$ cat src/rtl/rv_core_pkg.sv
// rtl/rv_core_pkg.sv - shared integer-core constants and register address type
package rv_core_pkg;

    localparam int XLEN_DEF  = 32;
    localparam int NREGS_DEF = 32;

    // Architectural index of the hardwired-zero register
    localparam int REG_ZERO  = 0;

    typedef logic [$clog2(NREGS_DEF)-1:0] reg_addr_t;

endpackage

$ cat src/rtl/reg_scoreboard.sv
// rtl/reg_scoreboard.sv - per-register busy tracking, issue hazard detection and wb_err
module reg_scoreboard
    import rv_core_pkg::*;
#(
    parameter int NREGS  = NREGS_DEF,
    parameter int NREAD  = 2,
    parameter int BYPASS = 1,
    parameter int AW     = $clog2(NREGS),
    parameter int CW     = $clog2(NREGS + 1)
) (
    input  logic                clk,
    input  logic                rst_n,
    input  logic [NREAD*AW-1:0] rd_addr,
    input  logic [NREAD-1:0]    rd_used,
    input  logic                wr_en,
    input  logic [AW-1:0]       wr_addr,
    input  logic                issue_valid,
    input  logic [AW-1:0]       issue_rd,
    output logic                stall,
    output logic                issue_fire,
    output logic [NREGS-1:0]    busy_vec,
    output logic [CW-1:0]       busy_count,
    output logic                wb_err
);

    localparam logic [AW-1:0] ZERO_ADDR = AW'(REG_ZERO);
    localparam bit            BYP       = (BYPASS != 0);

    logic [NREGS-1:0] busy;
    logic [NREGS-1:0] busy_next;
    logic [NREAD-1:0] rd_hazard;
    logic             waw_hazard;
    logic             wb_valid;
    logic             wb_err_set;

    // A write-back to x0 carries no architectural effect and never touches the scoreboard
    assign wb_valid = wr_en && (wr_addr != ZERO_ADDR);

    // Per-port RAW hazard; a same-cycle write-back only hides it when the bypass can deliver the data
    always_comb begin
        rd_hazard = '0;
        for (int i = 0; i < NREAD; i++) begin
            rd_hazard[i] = rd_used[i]
                        && (rd_addr[i*AW +: AW] != ZERO_ADDR)
                        && busy[rd_addr[i*AW +: AW]]
                        && !(BYP && wr_en && (wr_addr == rd_addr[i*AW +: AW]));
        end
    end

    // WAW hazard is relieved by the matching write-back regardless of bypass, since the new owner takes over
    always_comb begin
        waw_hazard = issue_valid
                  && (issue_rd != ZERO_ADDR)
                  && busy[issue_rd]
                  && !(wr_en && (wr_addr == issue_rd));
        stall      = issue_valid && ((|rd_hazard) || waw_hazard);
        issue_fire = issue_valid && !stall;
    end

    // Next busy state: write-back clears first, then issue sets, so a same-cycle re-issue keeps the bit
    always_comb begin
        busy_next  = busy;
        wb_err_set = 1'b0;
        if (wb_valid) begin
            wb_err_set         = !busy[wr_addr];
            busy_next[wr_addr] = 1'b0;
        end
        if (issue_fire && (issue_rd != ZERO_ADDR)) begin
            busy_next[issue_rd] = 1'b1;
        end
        busy_next[REG_ZERO] = 1'b0;
    end

    // Scoreboard and sticky error register; reset drops every in-flight destination
    always_ff @(posedge clk) begin
        if (!rst_n) begin
            busy   <= '0;
            wb_err <= 1'b0;
        end else begin
            busy <= busy_next;
            if (wb_err_set) begin
                wb_err <= 1'b1;
            end
        end
    end

    // Population count of outstanding destinations
    always_comb begin
        busy_count = '0;
        for (int i = 0; i < NREGS; i++) begin
            busy_count = busy_count + CW'(busy[i]);
        end
    end

    assign busy_vec = busy;

endmodule

$ cat src/rtl/regfile_scoreboard.sv
// rtl/regfile_scoreboard.sv - integer register file with bypassed read ports and issue scoreboard
module regfile_scoreboard
    import rv_core_pkg::*;
#(
    parameter int XLEN   = XLEN_DEF,
    parameter int NREGS  = NREGS_DEF,
    parameter int NREAD  = 2,
    parameter int BYPASS = 1,
    parameter int AW     = $clog2(NREGS),
    parameter int CW     = $clog2(NREGS + 1)
) (
    input  logic                  clk,
    input  logic                  rst_n,
    input  logic [NREAD*AW-1:0]   rd_addr,
    input  logic [NREAD-1:0]      rd_used,
    output logic [NREAD*XLEN-1:0] rd_data,
    input  logic                  wr_en,
    input  logic [AW-1:0]         wr_addr,
    input  logic [XLEN-1:0]       wr_data,
    input  logic                  issue_valid,
    input  logic [AW-1:0]         issue_rd,
    output logic                  stall,
    output logic                  issue_fire,
    output logic [NREGS-1:0]      busy_vec,
    output logic [CW-1:0]         busy_count,
    output logic                  wb_err
);

    localparam logic [AW-1:0] ZERO_ADDR = AW'(REG_ZERO);
    localparam bit            BYP       = (BYPASS != 0);

    logic [XLEN-1:0] storage [NREGS];

    // Register storage; x0 is never written so it stays zero after reset
    always_ff @(posedge clk) begin
        if (!rst_n) begin
            for (int r = 0; r < NREGS; r++) begin
                storage[r] <= '0;
            end
        end else if (wr_en && (wr_addr != ZERO_ADDR)) begin
            storage[wr_addr] <= wr_data;
        end
    end

    // Zero-latency read ports with optional forwarding of the in-flight write-back
    always_comb begin
        rd_data = '0;
        for (int i = 0; i < NREAD; i++) begin
            if (rd_addr[i*AW +: AW] == ZERO_ADDR) begin
                rd_data[i*XLEN +: XLEN] = '0;
            end else if (BYP && wr_en && (wr_addr == rd_addr[i*AW +: AW])) begin
                rd_data[i*XLEN +: XLEN] = wr_data;
            end else begin
                rd_data[i*XLEN +: XLEN] = storage[rd_addr[i*AW +: AW]];
            end
        end
    end

    reg_scoreboard #(
        .NREGS  (NREGS),
        .NREAD  (NREAD),
        .BYPASS (BYPASS),
        .AW     (AW),
        .CW     (CW)
    ) u_scoreboard (
        .clk         (clk),
        .rst_n       (rst_n),
        .rd_addr     (rd_addr),
        .rd_used     (rd_used),
        .wr_en       (wr_en),
        .wr_addr     (wr_addr),
        .issue_valid (issue_valid),
        .issue_rd    (issue_rd),
        .stall       (stall),
        .issue_fire  (issue_fire),
        .busy_vec    (busy_vec),
        .busy_count  (busy_count),
        .wb_err      (wb_err)
    );

endmodule
$ cat config.mk
export PLATFORM = sky130hd
export DESIGN_NAME = regfile_scoreboard
export DESIGN_NICKNAME = d
export VERILOG_FILES = /design/src/rtl/rv_core_pkg.sv /design/src/rtl/reg_scoreboard.sv /design/src/rtl/regfile_scoreboard.sv
export SDC_FILE = /design/constraint.sdc
export NUM_CORES = 2
export LEC_CHECK = 0
export CAP_MARGIN = 40
export CORE_AREA = 2 2 397 399
export DETAILED_ROUTE_END_ITERATION = 8
export DIE_AREA = 0 0 399 401
export GPL_TIMING_DRIVEN = 0
export PLACE_DENSITY_LB_ADDON = 0.08
export SETUP_SLACK_MARGIN = 0.05
export SLEW_MARGIN = 20
export SYNTH_ARGS = -nofsm -noshare
export SYNTH_HDL_FRONTEND = slang
export SYNTH_SLANG_ARGS = --single-unit
export TNS_END_PERCENT = 10
$ cat constraint.sdc
create_clock -name clk -period 15.2 [get_ports clk]
set_input_delay 3.04 -clock clk [delete_from_list [all_inputs] [get_ports clk]]
set_output_delay 3.04 -clock clk [all_outputs]
set_load 0.02 [all_outputs]
== Word-level counts from Yosys, hierarchy flattened ==
Memories as Yosys holds them, arrays and structs flattened.
Cells that the tools add are included.
Storage, ports and cells
  RAM bits: 1024
  memories: 1
  bits in latches: 0
  bits in read-only memories: 0
  output and inout port bits: 105
  register bits: 33
  word-level logic and storage cells: 105
Memory list
  storage: words 32, bits a word 32, rd ports 2, clocked after memory_dff 0, write ports 32, RTL line regfile_scoreboard.sv:32  | logic [XLEN-1:0] storage [NREGS];
Cells by class
  order comparisons: 6
  eq/ne operators: 3
  multiply operators: 0
  reductions and logical operators: 32
  divide/modulo/power cells: 0
  shift operators: 0
  bitwise gates (word level): 3
  $add $sub $neg: 31
  mux-type cells: 26
Operator list (count)
  32-bit two-way mux: 7
  6-bit by 1-bit adder with 6-bit output: 30
  32-bit bitwise AND: 1
  32-bit NOT: 1
  32-bit bitwise OR: 1
  32-bit OR reduction: 1
  5-bit by 6-bit < comparator with 1-bit output, second input constant: 4
  1-bit binary-select mux with 5-bit select: 4
  5-bit nonzero test: 4
  1-bit logical AND: 18
  5-bit == test: 3
  1-bit two-way mux: 12
  1-bit demux with 5-bit select: 2
  5-bit by 1-bit greater-or-equal comparator with 1-bit output, second input constant: 2
  5-bit logical NOT: 2
  1-bit logical NOT: 5
  5-bit two-way mux: 1
  1-bit by 1-bit adder with 2-bit output: 1
  2-bit OR reduction: 1
  1-bit logical OR: 1

== Depth between registers and ports, before layout ==
  depth in word-level cells: 31
  mapped depth: 17

== Modules after synthesis ==
A second synthesis with hierarchy kept.
Unflattened totals
  cells, all modules: 4142
  area, all modules: 58397.3 sq um
By module, submodules not included
  regfile_scoreboard: area each 54698.7 sq um, cells each 3744, times used 1, seq. area each 30749.5 sq um
  reg_scoreboard: area each 3698.5 sq um, cells each 398, times used 1, seq. area each 640.6 sq um

== Least setup slack after synthesis ==
Ideal clock, no wire load.
  path type: in2out
  start: input port rd_addr[9]
  end: output port rd_data[52]
  data arrival time: 5.013 ns
  stages on the path: 5
  slack: 7.147 ns
  data required time: 12.160 ns
  path through: clkbuf_1 > clkbuf_1 > clkbuf_1 > mux4_2 > a21oi_1
Between the ends
  word-level cells in the longest chain between the ends: 4
RTL lines
  start, declared: RTL line regfile_scoreboard.sv:14  | input logic [NREAD*AW-1:0] rd_addr,
  branches (longest 3 deep; another with memory read 32 x 32 bit)
  32-bit two-way mux *: RTL line regfile_scoreboard.sv:49  | if (rd_addr[i*AW +: AW] == ZERO_ADDR) begin
  end, declared: RTL line regfile_scoreboard.sv:16  | output logic [NREAD*XLEN-1:0] rd_data,
Every way passes the cells marked *.

== Worst setup path in the final report ==
  start: input port rd_addr[6]
  end: output port rd_data[45]
Same word-level chain as after synthesis.

==> metrics <==
outcome finished clean; Iter 0 DRT Violations around 6400; fin crit period 11.19 ns; CTS clk-pin slew, worst paths roughly 0.060 ns; vias between 40000 and 50000; IO buf count roughly 150; synth unique cells 60; critical path fanouts, max 10; Post-CTS Resized 0; Mapped Cells 3934; worst ir drop on vdd about 0.12 mV; HP Class reg -> reg; flop-to-flop setup slack roughly 12 ns; most common cell after layout, fill and taps aside edfxtp_1; clock power share 0.397; synth warn 0; I/O Pins 163; Mean Syn Cell Area approximately 15 sq um; Arr. time, crit path 8.15 ns; grt ovf 0; drt pass-1 iters 6; clock latency on the worst-skew pair slightly below 0.8 ns; Final Hold Viols 0; Adder-Cell Fraction of Synth Area 0.00933; RSZ-0062 raised after global routing no; gr usage total 0.358; initial antenna violation count 21; vias per cell ~6.3; simple-gate area share of the yosys netlist 0.126; Worst-Margin Slew between 1 and 1.5 ns; Die Area 0.160 sq mm; top cells by area, synth edfxtp_1 (52%), mux4_2 (21%), and2_1 (11%); Comb power frac 0.166; Final period util 0.736; postcts setup bufs 0; Seq cells post-synth roughly 1100; Final Max Tran Viols 0; Async SR Flop Fraction 0; Die X approximately 400 um; internal power 5.66 mW; Synth top area share 0.524; Switching Power 2.20 mW; vias in the first global route between 40000 and 50000; CTS root buffer clkbuf_16; Routed Antenna Nets 0; register share of total power 0.437; Netlist Area Pre-Place 0.0587 sq mm; WS Path Type in -> out; XOR/XNOR Fraction of Synth Area 0.00269; cts hold-fix bufs 0; Sum Neg Setup Slack 0 ns; initial core utilization 0.377; total CTS buffers about 130; max cap viols 0; post-synthesis mux area share 0.251; commonest non-fill, non-tap cells in the layout edfxtp_1 (1024), and2_1 (999), mux4_2 (557), clkbuf_1 (285), mux2i_1 (174); cell count after placement about 6300; Final WS setup between 4 and 5 ns; switching part of the total 0.280; Rel. slew slack 0.332; final setup skew around 0.007 ns; layout cells sized above 1 0.248; Pwr per Cell Area 112 mW/mm^2; largest net degree at the start of global routing 29; Setup WS pre-CTS around 4.3 ns; HPWL Detailed about 210 mm; routed wire length approximately 290 mm; static leakage about 24 nW; compound-cell area share of the yosys netlist 0.0378; CTS tree yes; row cnt 145; first-pass GRT wire length approximately 380 mm; leading area contributor after synthesis edfxtp_1; P&R area growth vs syn 19.2%; Main synth FF type edfxtp_1; Critical Path Source Type input port; Final Power 7.86 mW; die height about 400 um; setup violators final 0; number of synthesized flops with an enable pin a little over 1000; routed length per instance 43.9 um; Core ar. 0.156 sq mm; Nets between 4000 and 5000; final non-filler cell total approximately 6500; Worst Path Required about 12 ns; DRC errors left 0; max frequency roughly 89 MHz; fraction of the yosys area taken by sequential cells 0.535; # clock sinks about 1100; H-Tree Depth 4; CP Capture Type primary output; clock buffer depth 3; routability cong. just over 1; largest family of logic cells by synthesized area multiplexers
power by group through the flow:
stage	logic (mW)	registers [mW]	clock network, mW
final	1.31	3.43	3.12
after floorplan	0.622	3.47	0
after global placement	1.19	3.52	0
after CTS	1.28	3.43	3.12
after global routing	1.31	3.45	3.23
after detailed placement	1.27	3.49	0
Yosys cell counts (18+ instances only):
cell      instances
edfxtp_1       1024
and2_1          999
mux4_2          557
clkbuf_1        286
mux2i_1         174
o21ai_0          96
buf_2            64
nor2_1           64
inv_1            62
a21oi_1          52
nand2_1          48
o22ai_1          47
a221oi_1         45
buf_4            38
mux2_2           36
nand3_1          35
dfxtp_1          32
a22oi_1          23
fa_1             23
nor2b_1          22
o211ai_1         19
a211oi_1         18
worst paths after layout:
kind | startpoint | to | depth (start not counted)
max reg2reg | u_scoreboard.busy_vec[24] | u_scoreboard.busy_vec[11] | 7
min | u_scoreboard.wb_err | u_scoreboard.wb_err | 1
max | rd_addr[6] | rd_data[45] | 10
min reg2reg | u_scoreboard.wb_err | u_scoreboard.wb_err | 1
per-stage QoR:
| step | hold slack [ns] | area (sq um) | utilization |
|---|---|---|---|
| 2_1_floorplan | 0.593 | 58800 | - |
| 3_3_place_gp | 0.559 | 62900 | 0.404 |
| 3_5_place_dp | 0.559 | 65800 | 0.423 |
| 4_1_cts | 0.577 | 69900 | 0.449 |
| 5_1_grt | 0.607 | 70000 | 0.450 |
| 6_report | 0.607 | 70000 | 0.450 |
worst max-delay path: stages:
cell and delay [ns]:
clkdlybuf4s50_1 0.60, buf_2 0.38, buf_2 0.45, buf_2 0.66, buf_2 0.75, mux2i_1 0.40
a211oi_1 0.31, a21oi_1 0.10, a21oi_1 0.61, clkdlybuf4s50_1 0.74
kinds of logic after synthesis:
| kind of cell | count (synthesis) |
|---|---|
| buffers and inverters | 484 |
| and+or+nand+nor | 1230 |
| muxes | 769 |
| adders and majority gates | 30 |
| DFF | 1056 |
| AOI/OAI and AO/OA | 346 |
| xor gates and xnor gates | 18 |
| other | 1 |
area by class of cell:
cell class / count / area [sq um]
Timing Repair Buffer: 279 / 4050
Buffer: 421 / 2070
Clock inverter: 55 / 519
Sequential cell: 1056 / 31400
Clock buffer: 170 / 3590
Fill cell: 13892 / 85700
Inverter: 63 / 239
Multi-Input combinational cell: 2426 / 25500
Antenna cell: 6 / 15.0
Tap cell: 2058 / 2570
registers in the layout (all words and copies together), names as in the netlist:
name and flops:
storage 1024, u_scoreboard.busy_vec 31, u_scoreboard.wb_err 1
layer usage:
layer | share of wire | GRT usage | vias up
li1 | - | - | 16000
met1 | 0.39 | 0.476 | 21919
met2 | 0.44 | 0.525 | 2827
met3 | 0.097 | 0.0778 | 654
met4 | 0.080 | 0.237 | 10
met5 | 0.00021 | 0 | -
Note: power is estimated with default switching activity, not from simulation.
